File: config.mk
export PLATFORM = sky130hd
export DESIGN_NAME = sevseg_scan_n
export DESIGN_NICKNAME = d
export VERILOG_FILES = /design/src/rtl/sevseg_scan_n.sv
export SDC_FILE = /design/constraint.sdc
export NUM_CORES = 1
export LEC_CHECK = 0
export BUFFER_PORTS_ARGS = -buffer_cell sky130_fd_sc_hd__clkbuf_2
export CAP_MARGIN = 20
export CORE_MARGIN = 8
export CORE_UTILIZATION = 41
export CTS_CLUSTER_DIAMETER = 60
export DETAILED_ROUTE_END_ITERATION = 10
export PLACE_DENSITY = 0.57
export REMOVE_ABC_BUFFERS = 1
export SLEW_MARGIN = 25
export SYNTH_ARGS = -nofsm -noshare
export SYNTH_HDL_FRONTEND = slang
export SYNTH_SLANG_ARGS = --single-unit
File: constraint.sdc
create_clock -name i_clk -period 3 [get_ports i_clk]
set_input_delay 0.3 -clock i_clk [delete_from_list [all_inputs] [get_ports i_clk]]
set_output_delay 0.3 -clock i_clk [all_outputs]
set_load 0.01 [all_outputs]
File: src/rtl/sevseg_scan_n.sv
// Multiplexed N-digit seven-segment scanner with per-frame snapshot, PWM dimming and leading-zero blanking.
// One-cycle registered output latency; no backpressure, inputs are sampled once per frame.
module sevseg_scan_n #(
  parameter int NUM_DIGITS = 4,
  parameter int SCAN_LOG2  = 16,
  parameter int BRIGHT_W   = 2
) (
  input  logic                    i_clk,
  input  logic                    i_rst_n,
  input  logic [4*NUM_DIGITS-1:0] i_digits,
  input  logic [NUM_DIGITS-1:0]   i_dp_in,
  input  logic                    i_lz_blank,
  input  logic [BRIGHT_W-1:0]     i_bright,
  output logic [6:0]              o_seg,
  output logic                    o_dp,
  output logic [NUM_DIGITS-1:0]   o_an,
  output logic                    o_frame_start
);

  localparam int IDX_W = $clog2(NUM_DIGITS);
  localparam logic [IDX_W-1:0] LAST_IDX = IDX_W'(NUM_DIGITS - 1);

  typedef struct packed {
    logic [4*NUM_DIGITS-1:0] digits;
    logic [NUM_DIGITS-1:0]   dp;
    logic                    lz;
  } snap_t;

  logic [SCAN_LOG2-1:0] r_tick;
  logic [IDX_W-1:0]     r_idx;
  snap_t                r_snap;
  logic                 r_wrap;
  logic [6:0]           r_seg;
  logic                 r_dp;
  logic [NUM_DIGITS-1:0] r_an;
  logic                 r_frame_start;

  logic                  w_tick_max;
  logic                  w_frame_end;
  logic [3:0]            w_nib;
  logic                  w_dp_req;
  logic                  w_blank;
  logic                  w_zero_run;
  logic [BRIGHT_W-1:0]   w_phase;
  logic                  w_lit;
  logic [NUM_DIGITS-1:0] w_an;

  function automatic logic [6:0] glyph(input logic [3:0] nib);
    case (nib)
      4'h0:    return 7'h40;
      4'h1:    return 7'h79;
      4'h2:    return 7'h24;
      4'h3:    return 7'h30;
      4'h4:    return 7'h19;
      4'h5:    return 7'h12;
      4'h6:    return 7'h02;
      4'h7:    return 7'h78;
      4'h8:    return 7'h00;
      4'h9:    return 7'h10;
      4'hA:    return 7'h08;
      4'hB:    return 7'h03;
      4'hC:    return 7'h46;
      4'hD:    return 7'h21;
      4'hE:    return 7'h06;
      default: return 7'h0E;
    endcase
  endfunction

  assign w_tick_max  = &r_tick;
  assign w_frame_end = w_tick_max && (r_idx == LAST_IDX);

  always_ff @(posedge i_clk or negedge i_rst_n) begin
    if (!i_rst_n) begin
      r_tick <= '0;
      r_idx  <= '0;
    end else begin
      r_tick <= r_tick + SCAN_LOG2'(1);
      if (w_tick_max) begin
        r_idx <= (r_idx == LAST_IDX) ? '0 : r_idx + IDX_W'(1);
      end
    end
  end

  // Captured on the last cycle of the last slot so a whole frame decodes one consistent value.
  always_ff @(posedge i_clk or negedge i_rst_n) begin
    if (!i_rst_n) begin
      r_snap <= '0;
    end else if (w_frame_end) begin
      r_snap.digits <= i_digits;
      r_snap.dp     <= i_dp_in;
      r_snap.lz     <= i_lz_blank;
    end
  end

  // Walk from the most significant digit down so the zero run is known when reaching the current slot.
  always_comb begin
    w_nib      = '0;
    w_dp_req   = 1'b0;
    w_blank    = 1'b0;
    w_zero_run = 1'b1;
    for (int k = NUM_DIGITS - 1; k >= 0; k--) begin
      w_zero_run = w_zero_run && (r_snap.digits[4*k +: 4] == 4'h0);
      if (r_idx == IDX_W'(k)) begin
        w_nib    = r_snap.digits[4*k +: 4];
        w_dp_req = r_snap.dp[k];
        w_blank  = r_snap.lz && (k != 0) && w_zero_run;
      end
    end
  end

  assign w_phase = r_tick[SCAN_LOG2-1 -: BRIGHT_W];
  assign w_lit   = (&i_bright) || (w_phase < i_bright);

  always_comb begin
    w_an = '1;
    for (int k = 0; k < NUM_DIGITS; k++) begin
      if (w_lit && (r_idx == IDX_W'(k))) begin
        w_an[k] = 1'b0;
      end
    end
  end

  // frame_start is delayed by r_wrap so it lines up with the first registered output of digit 0.
  always_ff @(posedge i_clk or negedge i_rst_n) begin
    if (!i_rst_n) begin
      r_seg         <= 7'h7F;
      r_dp          <= 1'b1;
      r_an          <= '1;
      r_wrap        <= 1'b0;
      r_frame_start <= 1'b0;
    end else begin
      r_seg         <= w_blank ? 7'h7F : glyph(w_nib);
      r_dp          <= ~w_dp_req;
      r_an          <= w_an;
      r_wrap        <= w_frame_end;
      r_frame_start <= r_wrap;
    end
  end

  assign o_seg         = r_seg;
  assign o_dp          = r_dp;
  assign o_an          = r_an;
  assign o_frame_start = r_frame_start;

endmodule

Word level (Yosys, flattened, before mapping) --
Memory sizes are Yosys's and may differ from the RTL's. Index checks and enable logic that the tools add are counted. Widths: inputs -> output; s select.
Storage, ports and cells: flip-flop bits (word level) 53, ROM bits 112, output and inout bits 13, word-level logic and storage cells 53, input bits 25, memories 1
Cells by class: equality and inequality tests 3, bitwise logic cells 1, $add $sub $neg 2, reduce and logical (&&, ||, !) cells 17, muxes and demuxes 18, order comparisons 1
Memories:
- (name not given) | words 16, width 7, read ports 1, clocked after Yosys merged registers in 0, write ports 0, line 49 | case (nib)
Operator list (count):
- $add 16x1->16 const B | 1
- $mux 4 | 4
- $reduce_and 16->1 | 1
- $logic_not 4->1 | 3
- $mux 1 | 12
- $logic_and 1x1->1 | 10
- $mux 7 | 1
- $eq 2x2->1 const B | 2
- $add 2x1->2 const B | 1
- $eq 2x1->1 const B | 1
- $logic_not 2->1 | 1
- $lt 2x2->1 | 1
- $mux 2 | 1
- $reduce_and 2->1 | 1
- $logic_or 1x1->1 | 1
- $not 1->1 | 1

Longest topological paths before layout --
depth in word-level cells 7, depth in mapped cells 10

Worst setup path before layout --
Ideal clock, no wire load.
kind reg-to-reg, from register r_idx[0], to register r_seg[5], in the netlist o_seg[5], stages on the path, launching flop included 9, required time 2.919 ns, data arrival time 2.120 ns, path slack 0.798 ns, cells stage by stage dfrtp_1 > ha_1 > nor2b_1 > a221oi_1 > o31ai_2 > inv_1 > ha_1 > or3_1 > o211ai_1
On the way: cells in the longest elaborated chain, start to end 7, elaborated cells on any way between the ends 14, those cells by class 3 x eq/ne; 9 x mux; 1 x reduce/logical; 1 x memory
RTL lines:
- start: declaration | line 30 | logic [IDX_W-1:0] r_idx;
- start signal: assignment | line 79 | r_idx <= (r_idx == LAST_IDX) ? '0 : r_idx + IDX_W'(1);
- $eq 2x2->1 | line 103 | if (r_idx == IDX_W'(k)) begin
- $mux 4 (4 in series) | line 103
- $mem_v2 16x7
- $mux 7 (*) | line 132 | r_seg <= w_blank ? 7'h7F : glyph(w_nib);
- end signal: assignment | line 132
- end: declaration | line 33 | logic [6:0] r_seg;
Every way passes the cells marked *; elsewhere a longest branch is shown, timed or not. A chain may end at the register's enable or synchronous reset.

Worst setup path in the final report --
Same ends and word-level chain as after synthesis.

==> Implementation_results.wiki <==
{| class="wikitable"
! Metric !! Value
|-
| Vias after detailed routing || 1,634
|-
| Slew at the pin closest to its max-slew limit || 0.644 ns
|-
| Critical path class || reg -> reg
|-
| Sum of negative setup slack || 0 ns
|-
| DR DRC count || 0
|-
| Syn avg cell area || 12.9 µm²
|-
| GR Layer Usage met1 || 0.170
|-
| Net total in the final layout || 283
|-
| Detailed router's first-iteration violation count || 98
|-
| Switching power || 251 µW
|-
| Antenna diode count || 0
|-
| PostCTS Resize Cnt || 0
|-
| Hold violation count in the final report || 0
|-
| Final cell count without fillers || 324
|-
| CTS Root Buffer Type || sky130_fd_sc_hd__clkbuf_8
|-
| Data required time at the worst endpoint || 3.23 ns
|-
| Switching Share || 0.220
|-
| Worst voltage drop across the vdd grid || 0.247 mV
|-
| Worst clock skew || 0.00415 ns
|-
| Setup repair after global routing missed its margin || false
|-
| Cell Area, Synth || 2650 µm²
|-
| Initial Utilization || 0.419
|-
| Largest fanout of any net on the critical path || 11
|-
| Number of global-route vias before repair || 1,617
|-
| Fin crit share || 0.820
|-
| Global-route layer with the greatest usage || met1
|-
| Cell area power density || 385 nW/µm²
|-
| Clock network fraction of design power || 0.343
|-
| First-pass GRT wire length || 7980 µm
|-
| Total clock buffers created by CTS || 5
|-
| Gp weighted congestion || 0.818
|-
| Cell types occupying the most area after synthesis || sky130_fd_sc_hd__dfrtp_1 (39%), sky130_fd_sc_hd__dfstp_2 (12%), sky130_fd_sc_hd__mux2_4 (11%), sky130_fd_sc_hd__ha_1 (5.7%), sky130_fd_sc_hd__xnor2_1 (4.0%)
|-
| Post-synthesis async set-or-reset flop share || 1.00
|-
| Number of warnings issued by yosys || 0
|-
| Die area || 9280 µm²
|-
| Post-CTS setup repair buffer count || 0
|-
| Core region area || 6310 µm²
|-
| Post-route ant nets || 0
|-
| Rel. slew slack || 0.570
|-
| Die Width || 96.3 µm
|-
| Total of endpoints with negative setup slack in the final report || 0
|-
| Yosys reg bits || 53
|-
| Total placed cells including tap cells || 316
|-
| Ys flop type || sky130_fd_sc_hd__dfrtp_1
|-
| Upper clock frequency limit || 406 MHz
|-
| Result of the run || finished clean
|-
| Clock latency on the worst-skew pair || 0.30 ns
|-
| Drt pass-1 iters || 5
|-
| Count of H-tree levels built during CTS || 2
|-
| Max-cap viol count || 0
|-
| Leakage power of the design || 1.40 nW
|-
| Fraction of post-synthesis cell area in the top cell type by area || 0.388
|-
| Dominant cell type by area after synthesis || sky130_fd_sc_hd__dfrtp_1
|-
| GRT met2 Usage || 0.137
|-
| Synth Instances || 205
|-
| EDFF count, synth || 0
|-
| Fill cell instance count of the final layout || 588
|-
| Sequential power share || 0.627
|-
| Fraction of final layout cells with drive strength greater than 1 || 0.377
|-
| Die extent in y || 96.3 µm
|-
| Netlist cell types || 47
|-
| Element type at the critical path end || register
|-
| Pre-CTS worst setup slack || 0.582 ns
|-
| Kind of start point of the critical path || register
|-
| Tot GR Track Use || 0.111
|-
| Clock Path Buffers || 2
|-
| Initial antenna violation count || 0
|-
| Number of core rows || 29
|-
| Share of synthesized area occupied by flip-flops and latches || 0.507
|-
| Largest net degree at the start of global routing || 54
|-
| Routing usage on met3 || 0.0304
|-
| Final Max Slew Viols || 0
|-
| Vias per Instance || 5.04
|-
| Half-perimeter wire length after detailed placement || 3450 µm
|-
| Final routed wire length divided by cell count || 14.8 µm
|-
| Total detailed-routing wirelength || 4790 µm
|-
| Hold-fix buffers, CTS || 0
|-
| Area overhead of the layout relative to synthesis || 12.1%
|-
| Count of buffers from port buffering || 37
|-
| Time the worst path needs with I/O delays and setup || 2.46 ns
|-
| Num ports || 38
|-
| Gate power share || 0.030
|-
| Least setup slack across all paths after layout || 0.539 ns
|-
| Path class of the lowest-slack min-delay path || in -> async
|-
| Internal power of the cells || 891 µW
|-
| Number of clock sinks || 53
|-
| Global route total overflow || 0
|-
| TritonCTS clock tree || yes
|-
| Arrival time of the worst setup path || 2.69 ns
|-
| Clock slew at reported path FFs || 0.09 ns
|}
power groups by stage:
| stage | Clock [mW] | Combinational [mW] | Sequential (mW) |
|---|---|---|---|
| 6_report | 0.392 | 0.0339 | 0.716 |
| 5_1_grt | 0.436 | 0.0403 | 0.716 |
| 4_1_cts | 0.410 | 0.0361 | 0.716 |
| 3_5_place_dp | 0 | 0.0358 | 0.730 |
| 3_3_place_gp | 0 | 0.0355 | 0.730 |
| 2_1_floorplan | 0 | 0.00310 | 0.730 |
Yosys cell counts (2+ instances only):
master and count:
sky130_fd_sc_hd__a211o_1 2, sky130_fd_sc_hd__a211oi_1 3, sky130_fd_sc_hd__a211oi_2 2, sky130_fd_sc_hd__a21oi_1 6, sky130_fd_sc_hd__and3_1 4, sky130_fd_sc_hd__and4_4 2
sky130_fd_sc_hd__buf_12 2, sky130_fd_sc_hd__dfrtp_1 41, sky130_fd_sc_hd__dfstp_2 12, sky130_fd_sc_hd__ha_1 12, sky130_fd_sc_hd__inv_1 7, sky130_fd_sc_hd__mux2_2 3
sky130_fd_sc_hd__mux2_4 20, sky130_fd_sc_hd__mux2i_1 3, sky130_fd_sc_hd__nand2_1 16, sky130_fd_sc_hd__nand3_1 8, sky130_fd_sc_hd__nand3b_1 3, sky130_fd_sc_hd__nand4_1 3
sky130_fd_sc_hd__nor2_1 6, sky130_fd_sc_hd__nor2b_1 4, sky130_fd_sc_hd__nor3b_1 2, sky130_fd_sc_hd__nor4_1 3, sky130_fd_sc_hd__o211ai_1 3, sky130_fd_sc_hd__o21ai_0 2
sky130_fd_sc_hd__o221ai_1 2, sky130_fd_sc_hd__xnor2_1 12, sky130_fd_sc_hd__xor2_1 2
critical path: stages, from the launching register on:
cell                       delay, ns
sky130_fd_sc_hd__dfrtp_1        0.42
sky130_fd_sc_hd__inv_1          0.08
sky130_fd_sc_hd__ha_1           0.32
sky130_fd_sc_hd__nor2b_1        0.24
sky130_fd_sc_hd__a221oi_1       0.14
sky130_fd_sc_hd__o31ai_2        0.26
sky130_fd_sc_hd__buf_4          0.19
sky130_fd_sc_hd__inv_1          0.08
sky130_fd_sc_hd__ha_1           0.21
sky130_fd_sc_hd__or3_1          0.36
sky130_fd_sc_hd__o211ai_1       0.10
cell usage in the layout, fill, tap and decap left out, types with 2 or more instances in the layout:
cell / netlist / layout
sky130_fd_sc_hd__nor4_1: 3 / 3
sky130_fd_sc_hd__mux2_4: 20 / 20
sky130_fd_sc_hd__xor2_1: 2 / 2
sky130_fd_sc_hd__a211o_1: 2 / 2
sky130_fd_sc_hd__nand2_1: 16 / 16
sky130_fd_sc_hd__nor2_1: 6 / 6
sky130_fd_sc_hd__nor2b_1: 4 / 4
sky130_fd_sc_hd__o221ai_1: 2 / 2
sky130_fd_sc_hd__a211oi_2: 2 / 2
sky130_fd_sc_hd__and3_1: 4 / 4
sky130_fd_sc_hd__dfstp_2: 12 / 12
sky130_fd_sc_hd__clkbuf_2: 0 / 37
sky130_fd_sc_hd__a21oi_1: 6 / 6
sky130_fd_sc_hd__a211oi_1: 3 / 3
sky130_fd_sc_hd__nand3b_1: 3 / 3
sky130_fd_sc_hd__nand3_1: 8 / 8
sky130_fd_sc_hd__o211ai_1: 3 / 3
sky130_fd_sc_hd__dfrtp_1: 41 / 41
sky130_fd_sc_hd__mux2_2: 3 / 3
sky130_fd_sc_hd__nand4_1: 3 / 3
sky130_fd_sc_hd__mux2i_1: 3 / 3
sky130_fd_sc_hd__clkinv_2: 0 / 2
sky130_fd_sc_hd__ha_1: 12 / 12
sky130_fd_sc_hd__nor3b_1: 2 / 2
sky130_fd_sc_hd__and4_4: 2 / 2
sky130_fd_sc_hd__buf_4: 1 / 2
sky130_fd_sc_hd__o21ai_0: 2 / 2
sky130_fd_sc_hd__inv_1: 7 / 7
sky130_fd_sc_hd__clkbuf_8: 0 / 5
sky130_fd_sc_hd__xnor2_1: 12 / 12
logic make-up (layout without fill, tap and decap cells):
group           after synthesis  count (layout)  synth area share
compound gates               28              28            0.0814
mux                          26              26             0.138
flops                        53              53             0.507
fa+ha+maj                    12              12            0.0568
xor+xnor                     14              14            0.0464
simple gates                 60              60             0.137
buf+inv                      12              54            0.0341
per-layer routing:
| layer | vias to the layer above | wire, µm |
|---|---|---|
| li1 | 819 | - |
| met4 | 0 | 80 |
| met3 | 5 | 327 |
| met5 | - | 0 |
| met1 | 761 | 2560 |
| met2 | 49 | 1820 |
area by class of cell:
| cell class | count | area, µm² | share of cell area |
|---|---|---|---|
| inverter | 7 | 26.3 | 0.00886 |
| timing repair buffer | 39 | 200 | 0.0675 |
| sequential | 53 | 1340 | 0.453 |
| clock buffer | 5 | 68.8 | 0.0232 |
| multi-input combinational | 140 | 1210 | 0.409 |
| clock inverter | 3 | 17.5 | 0.00591 |
| tap | 77 | 96.3 | 0.0325 |
registers in the layout, summed over array words and instances, names as in the netlist:
| register | flops |
|---|---|
| r_snap | 21 |
| r_tick | 16 |
| o_seg | 7 |
| o_an | 4 |
| r_idx | 2 |
| o_dp | 1 |
| o_frame_start | 1 |
| r_wrap | 1 |
path summary, 6_finish.rpt:
check,start,end,slack [ns],depth (start not counted)
min in group i_clk,i_dp_in[2],r_snap[3],0.22,2
worst min register to register,r_wrap,o_frame_start,0.35,0
max in group asynchronous,i_rst_n,r_snap[20],2.48,2
worst min-delay path,i_rst_n,r_tick[2],0.09,2
worst max register to register,r_idx[0],o_seg[5],0.54,10
worst max-delay path,r_idx[0],o_seg[5],0.54,10
stage by stage:
stage / hold slack (ns) / cell area, µm² / power [mW] / utilization
after floorplan: 0.00441 / 2580 / 0.733 / -
after global placement: 0.332 / 2880 / 0.765 / 0.456
after detailed placement: 0.335 / 2880 / 0.765 / 0.456
after CTS: 0.127 / 2960 / 1.16 / 0.469
after global routing: 0.151 / 2960 / 1.19 / 0.469
final: 0.0871 / 2960 / 1.14 / 0.469
No activity file was read; power rests on OpenSTA's default activity.
